### config.mk
export PLATFORM = sky130hd
export DESIGN_NAME = pipeline_hazard_ctrl
export DESIGN_NICKNAME = d
export VERILOG_FILES = /design/src/rtl/pipeline_hazard_ctrl_pkg.sv /design/src/rtl/hazard_fwd_unit.sv /design/src/rtl/pipeline_hazard_ctrl.sv
export SDC_FILE = /design/constraint.sdc
export NUM_CORES = 1
export LEC_CHECK = 0
export ABC_CLOCK_PERIOD_IN_PS = 2900
export CAP_MARGIN = 20
export CORE_MARGIN = 1.5
export CORE_UTILIZATION = 46
export CTS_CLUSTER_SIZE = 16
export DETAILED_ROUTE_END_ITERATION = 8
export PLACE_DENSITY = 0.93
export SYNTH_ARGS = -nofsm -noshare
export SYNTH_HDL_FRONTEND = slang
export SYNTH_SLANG_ARGS = --single-unit
### constraint.sdc
create_clock -name clk -period 2.9 [get_ports clk]
set_input_delay 0.29 -clock clk [delete_from_list [all_inputs] [get_ports clk]]
set_output_delay 0.29 -clock clk [all_outputs]
set_load 0.02 [all_outputs]
### src/rtl/pipeline_hazard_ctrl_pkg.sv
// Shared CPU package: register-address width, forwarding select codes,
// hazard FSM state encodings and the packed stage-control bundle.
package pipeline_hazard_ctrl_pkg;

  localparam int ADDR_W = 3;

  typedef enum logic [1:0] {
    FWD_REGFILE = 2'b00,
    FWD_ALU     = 2'b01,
    FWD_RAM     = 2'b10
  } fwd_sel_e;

  typedef enum logic [1:0] {
    RUN      = 2'b00,
    LU_STALL = 2'b01,
    MEM_WAIT = 2'b10
  } state_e;

  typedef struct packed {
    logic pc_en;
    logic if_id_en;
    logic id_ex_en;
    logic exwb_en;
    logic if_id_flush;
    logic id_ex_flush;
  } ctrl_t;

  localparam ctrl_t CTRL_FREEZE   = '0;
  localparam ctrl_t CTRL_RUN      = '{pc_en: 1'b1, if_id_en: 1'b1, id_ex_en: 1'b1, exwb_en: 1'b1,
                                      if_id_flush: 1'b0, id_ex_flush: 1'b0};
  localparam ctrl_t CTRL_BRANCH   = '{pc_en: 1'b1, if_id_en: 1'b1, id_ex_en: 1'b1, exwb_en: 1'b1,
                                      if_id_flush: 1'b1, id_ex_flush: 1'b1};
  // ID/EX stays enabled during a load-use stall so the bubble is actually clocked in.
  localparam ctrl_t CTRL_LOAD_USE = '{pc_en: 1'b0, if_id_en: 1'b0, id_ex_en: 1'b1, exwb_en: 1'b1,
                                      if_id_flush: 1'b0, id_ex_flush: 1'b1};

endpackage

### src/rtl/hazard_fwd_unit.sv
// Combinational load-use detection and ALU operand forwarding selects.
module hazard_fwd_unit
  import pipeline_hazard_ctrl_pkg::*;
#(
  parameter int ADDR_W = pipeline_hazard_ctrl_pkg::ADDR_W
) (
  input  logic [ADDR_W-1:0] id_rs_addr,
  input  logic [ADDR_W-1:0] id_rt_addr,
  input  logic              id_uses_rs,
  input  logic              id_uses_rt,
  input  logic              ex_mem_re,
  input  logic [ADDR_W-1:0] ex_dest_addr,
  input  logic [ADDR_W-1:0] ex_rs_addr,
  input  logic [ADDR_W-1:0] ex_rt_addr,
  input  logic              wb_reg_wb,
  input  logic              wb_mem_re,
  input  logic [ADDR_W-1:0] wb_dest_addr,
  output logic              load_use,
  output fwd_sel_e          fwd_a_sel,
  output fwd_sel_e          fwd_b_sel
);

  // Register 0 is not special-cased: a load to r0 still stalls a dependent reader.
  assign load_use = ex_mem_re &
                    ((id_uses_rs & (id_rs_addr == ex_dest_addr)) |
                     (id_uses_rt & (id_rt_addr == ex_dest_addr)));

  always_comb begin
    fwd_a_sel = FWD_REGFILE;
    fwd_b_sel = FWD_REGFILE;
    if (wb_reg_wb && (wb_dest_addr == ex_rs_addr)) fwd_a_sel = wb_mem_re ? FWD_RAM : FWD_ALU;
    if (wb_reg_wb && (wb_dest_addr == ex_rt_addr)) fwd_b_sel = wb_mem_re ? FWD_RAM : FWD_ALU;
  end

endmodule

### src/rtl/pipeline_hazard_ctrl.sv
// Stall/flush/forwarding controller for the 10-bit pipelined CPU: load-use
// stalls, multi-cycle RAM waits with timeout, and taken-branch flushes.
module pipeline_hazard_ctrl
  import pipeline_hazard_ctrl_pkg::*;
#(
  parameter int ADDR_W  = pipeline_hazard_ctrl_pkg::ADDR_W,
  parameter int MEM_TMO = 15,
  parameter int CNT_W   = 16
) (
  input  logic              clk,
  input  logic              reset,
  input  logic [ADDR_W-1:0] id_rs_addr,
  input  logic [ADDR_W-1:0] id_rt_addr,
  input  logic              id_uses_rs,
  input  logic              id_uses_rt,
  input  logic              ex_mem_re,
  input  logic [ADDR_W-1:0] ex_dest_addr,
  input  logic [ADDR_W-1:0] ex_rs_addr,
  input  logic [ADDR_W-1:0] ex_rt_addr,
  input  logic              wb_reg_wb,
  input  logic              wb_mem_re,
  input  logic [ADDR_W-1:0] wb_dest_addr,
  input  logic              branch_taken,
  input  logic              mem_req,
  input  logic              mem_ack,
  output logic              pc_en,
  output logic              if_id_en,
  output logic              id_ex_en,
  output logic              exwb_en,
  output logic              if_id_flush,
  output logic              id_ex_flush,
  output logic [1:0]        fwd_a_sel,
  output logic [1:0]        fwd_b_sel,
  output logic              mem_timeout,
  output logic [CNT_W-1:0]  stall_cnt
);

  localparam int WAIT_W = $clog2(MEM_TMO + 1);

  state_e            state_q, state_d;
  logic [WAIT_W-1:0] wait_q, wait_d;
  logic              timeout_set;
  logic              run_eval;
  ctrl_t             ctrl;
  logic              load_use;
  fwd_sel_e          fwd_a_raw, fwd_b_raw;

  hazard_fwd_unit #(.ADDR_W(ADDR_W)) u_fwd (
    .id_rs_addr   (id_rs_addr),
    .id_rt_addr   (id_rt_addr),
    .id_uses_rs   (id_uses_rs),
    .id_uses_rt   (id_uses_rt),
    .ex_mem_re    (ex_mem_re),
    .ex_dest_addr (ex_dest_addr),
    .ex_rs_addr   (ex_rs_addr),
    .ex_rt_addr   (ex_rt_addr),
    .wb_reg_wb    (wb_reg_wb),
    .wb_mem_re    (wb_mem_re),
    .wb_dest_addr (wb_dest_addr),
    .load_use     (load_use),
    .fwd_a_sel    (fwd_a_raw),
    .fwd_b_sel    (fwd_b_raw)
  );

  // NOTE: every signal written here gets a default first, so no path leaves one unassigned and no latch is inferred.
  always_comb begin
    ctrl        = CTRL_FREEZE;
    state_d     = state_q;
    wait_d      = wait_q;
    timeout_set = 1'b0;
    run_eval    = 1'b0;

    case (state_q)
      MEM_WAIT: begin
        if (mem_ack) begin
          wait_d   = '0;
          run_eval = 1'b1;
        end else if (wait_q == WAIT_W'(MEM_TMO - 1)) begin
          timeout_set = 1'b1;
          wait_d      = '0;
          state_d     = RUN;
        end else begin
          wait_d = wait_q + 1'b1;
        end
      end
      default: run_eval = 1'b1;
    endcase

    // LU_STALL lasts one cycle and is evaluated exactly like RUN; the ack cycle of a wait is too.
    if (run_eval) begin
      if (mem_req && !mem_ack) begin
        ctrl    = CTRL_FREEZE;
        wait_d  = '0;
        state_d = MEM_WAIT;
      end else if (branch_taken) begin
        ctrl    = CTRL_BRANCH;
        state_d = RUN;
      end else if (load_use) begin
        ctrl    = CTRL_LOAD_USE;
        state_d = LU_STALL;
      end else begin
        ctrl    = CTRL_RUN;
        state_d = RUN;
      end
    end

    if (!reset) ctrl = CTRL_FREEZE;
  end

  assign pc_en       = ctrl.pc_en;
  assign if_id_en    = ctrl.if_id_en;
  assign id_ex_en    = ctrl.id_ex_en;
  assign exwb_en     = ctrl.exwb_en;
  assign if_id_flush = ctrl.if_id_flush;
  assign id_ex_flush = ctrl.id_ex_flush;
  assign fwd_a_sel   = reset ? fwd_a_raw : FWD_REGFILE;
  assign fwd_b_sel   = reset ? fwd_b_raw : FWD_REGFILE;

  // NOTE: state registers use non-blocking assignments so every flop samples pre-edge values; reset is synchronous, so it is tested inside the clocked block.
  always_ff @(posedge clk) begin
    if (!reset) begin
      state_q     <= RUN;
      wait_q      <= '0;
      mem_timeout <= 1'b0;
      stall_cnt   <= '0;
    end else begin
      state_q <= state_d;
      wait_q  <= wait_d;
      if (timeout_set) mem_timeout <= 1'b1;
      if (!ctrl.pc_en && (stall_cnt != {CNT_W{1'b1}})) stall_cnt <= stall_cnt + 1'b1;
    end
  end

endmodule

==> summary.md, run 1 <==
| Metric | Value |
|---|---|
| Status | finished, violations left |
| Failing checks | design-rule violations |
| Reg clk slew, reported paths | between 0.1 and 0.15 ns |
| Post-synth EDFFs | 0 |
| Die ar. | 3350 um2 |
| CP Launch Type | input pin |
| Core ar. | ~2800 um2 |
| Measured slew at the worst slew-check pin | about 0.70 ns |
| Levels on crit path | 7 |
| Reg2Reg Depth | 7 |
| Max_cap viols | 0 |
| Nets | approximately 250 |
| Crit path time final | around 2.4 ns |
| Clock Skew | 0.0125 ns |
| DP HPWL | roughly 2.6 mm |
| FF+latch count, synth | 23 |
| RSZ-0062 raised after global routing | false |
| Layout cells sized above 1 | under 10% |
| Wire length per cell | 13.6 um |
| Std cell rows | 19 |
| Required time of the critical path | 2.61 ns |
| Cell Chain, Critical Path | clkdlybuf4s50_1 -> xnor2_1 -> nand4_1 -> nand2_1 -> nand2_1 -> a21boi_1 -> clkdlybuf4s50_1 |
| DRT Wirelength | ~3.4 mm |
| Routed vias | 1429 |
| Worst-Skew Late Latency | 0.32 ns |
| Ports | 55 |
| Period utilization | between 80 and 90% |
| Routability congestion estimate | just under 0.8 |
| Pre-CTS setup slack | between 0.4 and 0.5 ns |
| IO buf count | 54 |
| Hold Path Stages | 2 |
| PnR Total Power | ~0.00063 W |
| Total CTS buffers | 3 |
| Chip height | 57.9 um |
| # setup viols final | 0 |
| Clk buf depth | 2 |
| Power Dens Cells | approximately 320 nW/um2 |
| H-tree depth | 1 |
| Slowest cell on the critical path | clkdlybuf4s50_1 |
| Post-Syn Area | roughly 1400 um2 |
| TritonCTS clock tree | done |
| Final hold violations | 0 |
| Final worst setup slack | 0.517 ns |
| Fmax | around 420 MHz |
| First DRT Iteration DRCs | 41 |
| Crit path buf inv count | 2 |
| Cell variety after synth | 44 |
| Worst hold margin | between 0.4 and 0.5 ns |
| Setup tns final | 0 ns |
| Die W | between 50 and 60 um |
| Layout fillers | about 230 |
| CTS root buf | clkbuf_4 |
| ANT cells | 0 |
| VDD IR max | approximately 0.00026 V |
| Worst EP arrival | ~2.1 ns |
| DRC violations left | 4 |
| CP max FO | 3 |
| Number of global-route vias before repair | roughly 1200 |
| Post-CTS Resized | 0 |
| Multi-input gate area | about 860 um2 |
| Synth Net Count | around 200 |
| Post-CTS Setup Bufs | 0 |
| Register Area | roughly 460 um2 |
| Hold-fix buffers, CTS | 0 |
| Post-Synthesis Cells | roughly 170 |
| Post-route antenna net violation count | 0 |
| Async S/R FF share, synth | 0% |
| Syn_area_per_cell | around 8.4 um2 |
| Delay-heaviest family, CP | buffers and inverters |
| Clock sinks | 23 |
| Antenna violations before repair | 0 |
| Critical path type | input pin to output port |
| Synth Warn # | 0 |
| Worst setup EP type | output port |
| Worst min path class | register to register |
| Sequential share of the synthesized area | about a third |
| Largest net degree at the start of global routing | 21 |
| Max-slew violations | 0 |
| CP max stage delay | approximately 0.62 ns |
| GRT overflow | 0 |
| Gr usage total | roughly a fifth |
| Area delta synth->final | 40.2% |
| Relative slew slack | 53.2% |
| Drt first pass iters | 6 |
| Predominant post-synthesis flop cell | dfxtp_1 |
| Pleak | 0.635 nW |
| Initial Util | about half |
| Vias per std cell | 5.76 |
| Global-route wire length before repair | ~5.3 mm |
flip-flops by register name (all words and copies together), names as in the netlist:
| register | cells |
|---|---|
| mem_timeout | 1 |
| stall_cnt | 16 |
| state_q | 2 |
| wait_q | 4 |
Yosys cell counts (all sizes together), types with 3 or more instances:
cell    instances  area, um2
a21oi          12       60.1
buf             6       46.3
dfxtp          23        460
ha              3       37.5
inv             5       18.8
nand2          12       45.0
nand2b          5       31.3
nand3          10       50.1
nand4           8       50.1
nor2           19       81.3
nor3            4       20.0
o21a            3       22.5
o21ai           5       25.0
o31ai           4       30.0
o41ai           4       35.0
or4             3       22.5
or4b            4       40.0
xnor2          13        114
logic make-up (layout without fill, tap and decap cells):
| logic type | after synthesis | in the layout | share of synthesized area (%) |
|---|---|---|---|
| AND/OR/NAND/NOR | 76 | 76 | 31.7 |
| AO/OA/AOI/OAI | 36 | 36 | 17.2 |
| multiplexers | 1 | 1 | 0.722 |
| adder cells (fa/ha/maj) | 3 | 3 | 2.71 |
| buffers and inverters | 12 | 63 | 4.96 |
| flip-flops | 23 | 23 | 33.2 |
| XOR/XNOR | 15 | 15 | 9.48 |
stage by stage:
step,utilization [%],std cells,area (um2)
floorplan,-,166,1390
global placement,68.3,244,1920
detailed placement,68.3,244,1920
CTS,69.3,248,1940
global route,69.3,248,1940
finish,69.3,248,1940
report_power, final:
part	total, W	internal [W]	switching [W]	leakage [nW]
Clock	0.000152	0.0000517	0.0000999	0.0177
Sequential	0.000330	0.000322	0.00000755	0.186
Combinational	0.000144	0.0000783	0.0000661	0.432
Total	0.000626	0.000452	0.000174	0.635
per-layer routing:
| layer | GRT usage, % | routed length, um |
|---|---|---|
| met4 | 7.31 | 52 |
| met3 | 4.24 | 259 |
| met5 | 0 | 0 |
| met2 | 34.3 | 1630 |
| met1 | 24.4 | 1420 |
cell usage in the layout (no fill, tap or decap), drive strengths merged, types with 5 or more instances in the layout:
master,n
xnor2,13
nand4,8
nand2b,5
a21oi,12
o21ai,5
nor2,19
dfxtp,23
nand3,10
clkdlybuf4s50,54
nand2,12
inv,5
layout make-up:
class,count,share of cell area (%)
Tap cell,31,2.00
Multi-Input combinational cell,131,44.1
Clock buffer,3,1.16
Clock inverter,1,0.258
Timing Repair Buffer,54,27.8
Sequential cell,23,23.7
Inverter,5,0.966
worst reg2reg max path: cells and delay by family, from the launching register on:
family / cells / cell delay [ns]
adder cells (fa/ha/maj): 1 / 0.29
AND/OR/NAND/NOR: 4 / 1.17
flip-flops: 1 / 0.41
multiplexers: 1 / 0.26
AO/OA/AOI/OAI: 1 / 0.09
path summary, 6_finish.rpt:
path | start | slack, ns | end
worst min register to register | mem_timeout | 0.49 | mem_timeout
worst max register to register | stall_cnt[0] | 0.57 | stall_cnt[1]
worst max-delay path | ex_dest_addr[0] | 0.52 | id_ex_flush
worst min-delay path | mem_timeout | 0.49 | mem_timeout
Power figures use the tool's default switching activity.
==> inputs of run 2 (changes only) <==
- ABC_CLOCK_PERIOD_IN_PS: 2900 -> 1950
- CORE_UTILIZATION: 46 -> 39
- PLACE_DENSITY: 0.93 -> 0.85
- clock period: 2.9 -> 1.95 ns (I/O delays scaled with it)
==> summary.md, run 2 (synthesis results as in run 1) <==
| Metric | Value |
|---|---|
| Sw Share | 28.9% |
| Clock power frac | a little under a quarter |
| DP HPWL | 2.92 mm |
| Post-route antenna net violation count | 0 |
| Largest net degree at the start of global routing | 20 |
| Measured slew at the worst slew-check pin | 0.491 ns |
| Worst setup EP type | register |
| Clock sinks | 23 |
| Worst EP arrival | about 2.2 ns |
| Routability congestion estimate | approximately 0.78 |
| Cell-internal power | between 0.0006 and 0.0007 W |
| # setup viols final | 5 |
| CTS root buf | clkbuf_4 |
| Ports | 55 |
| Fin util | ~70% |
| Reg clk slew, reported paths | between 0.1 and 0.15 ns |
| Crit path time final | between 2 and 2.5 ns |
| Initial Util | around 41% |
| Wire length per cell | approximately 14 um |
| Failing checks | negative setup slack |
| Power Dens Cells | 415 nW/um2 |
| CP max FO | 8 |
| Logic gate share of total power | 26.8% |
| Status | finished, violations left |
| Total CTS buffers | 3 |
| Die W | between 60 and 70 um |
| Period utilization | 104% |
| TritonCTS clock tree | done |
| Die ar. | slightly below 4000 um2 |
| Worst min path class | register to register |
| Critical path type | register to register |
| Fmax | between 400 and 500 MHz |
| H-tree depth | 1 |
| Top reg by flops | stall_cnt |
| Global-route wire length before repair | 6.59 mm |
| Cell Chain, Critical Path | ha_4 -> nand4_1 -> nor4_4 -> buf_4 -> a211oi_4 -> nor2_4 -> o41ai_1 -> a21oi_2 |
| Clock Skew | 0.00241 ns |
| Gr usage total | around a fifth |
| Nets | 287 |
| Drt first pass iters | 4 |
| Most common cell after layout, fill and taps aside | buf_4 |
| Std cell rows | 21 |
| Chip height | between 60 and 70 um |
| GRT overflow | 0 |
| Commonest cells after routing, fill and taps aside | 36 x buf_4, 35 x clkdlybuf4s50_1, 18 x dfxtp_1 |
| Required time of the critical path | roughly 2.2 ns |
| Layout fillers | between 200 and 300 |
| Number of global-route vias before repair | 1511 |
| Area delta synth->final | 70.6% |
| DRT Wirelength | between 4 and 5 mm |
| Slowest cell on the critical path | o41ai_1 |
| ANT cells | 0 |
| Layout cells sized above 1 | approximately 28% |
| VDD IR max | 0.000272 V |
| Core ar. | around 3400 um2 |
| Vias per std cell | about 5.4 |
| Setup tns final | -0.230 ns |
| Largest registers | stall_cnt x16, wait_q x4, state_q x2 |
| Pleak | 0.964 nW |
| DRC violations left | 0 |
| P_sw | approximately 0.00028 W |
| CP max stage delay | around 0.50 ns |
| Final hold violations | 0 |
| Routed vias | 1639 |
| Sequential share of power | around 50% |
| Max_cap viols | 0 |
| RSZ-0062 raised after global routing | true |
| Number of flip-flops in the largest register | 16 |
| Relative slew slack | roughly two thirds |
| Antenna violations before repair | 0 |
| Max-slew violations | 0 |
| First DRT Iteration DRCs | 66 |
| IO buf count | 54 |
| Clk buf depth | 2 |
| Worst-Skew Late Latency | ~0.31 ns |
| Final worst setup slack | -0.0755 ns |
| CP Launch Type | register |
==> run 2: changes by cell type in the layout (fill, tap and decap cells not counted), sizes merged <==
cell / previous run / this run
dlymetal6s2s: 0 / 9
buf: 0 / 37
dlygate4sd2: 0 / 4
clkdlybuf4s50: 54 / 35
nor2: 19 / 20
clkbuf: 3 / 6
clkdlybuf4s15: 0 / 3
==> run 2: power by group through the flow <==
stage	clock [W]	combinational, W	sequential, W
floorplan	0	0.000109	0.000512
global placement	0	0.000242	0.000499
detailed placement	0	0.000248	0.000499
CTS	0.000231	0.000252	0.000489
global route	0.000256	0.000283	0.000490
finish	0.000230	0.000263	0.000489
==> run 2: final cells by class <==
| cell class | count | area, um2 | share of cell area, % |
|---|---|---|---|
| Multi-Input combinational cell | 132 | 963 | 40.7 |
| Inverter | 5 | 18.8 | 0.794 |
| Clock buffer | 3 | 22.5 | 0.952 |
| Timing Repair Buffer | 91 | 826 | 34.9 |
| Sequential cell | 23 | 472 | 19.9 |
| Tap cell | 46 | 57.6 | 2.43 |
| Clock inverter | 1 | 5.00 | 0.212 |
==> run 2: repair_timing <==
action	CTS	global route
endpoints found under the setup margin	22	22
gates cloned	1	0
buffers inserted	2	4
gates resized for setup	19	28
endpoints found under the hold margin	0	0
hold buffers	0	0
pin swaps	3	19
==> run 2: through the flow <==
| step | worst slack (ns) | power, W | cell area [um2] | hold slack, ns | std cells |
|---|---|---|---|---|---|
| after floorplan | 0.00539 | 0.000621 | 1410 | 0.271 | 166 |
| after global placement | -0.269 | 0.000742 | 2190 | 0.459 | 290 |
| after detailed placement | -0.415 | 0.000747 | 2190 | 0.479 | 290 |
| after CTS | -0.0439 | 0.000972 | 2270 | 0.504 | 297 |
| after global routing | -0.107 | 0.00103 | 2360 | 0.536 | 301 |
| final | -0.0755 | 0.000982 | 2360 | 0.499 | 301 |
==> run 2: layer usage <==
layer  track usage [%]  up-vias  part of all wire (%)  wire length [um]
li1                  -      788                     -                 -
met1              25.8      758                    41              1750
met2              34.1       89                    49              2050
met3              4.68        4                   9.2               388
met4              5.56        0                  0.92                39
met5                 0        -                     0                 0
==> run 2: worst paths after layout <==
check	from	end	slack (ns)	cells past startpoint
min reg2reg	mem_timeout	mem_timeout	0.50	2
min	mem_timeout	mem_timeout	0.50	2
max reg2reg	stall_cnt[0]	stall_cnt[9]	-0.08	8
max	stall_cnt[0]	stall_cnt[9]	-0.08	8
==> run 2: worst max-delay path, delay by kind of cell (launching register included) <==
kind | cells | cell delay, ns
simple gates | 3 | 0.30
compound gates | 3 | 0.93
fa+ha+maj | 1 | 0.16
buf+inv | 1 | 0.14
flops | 1 | 0.37
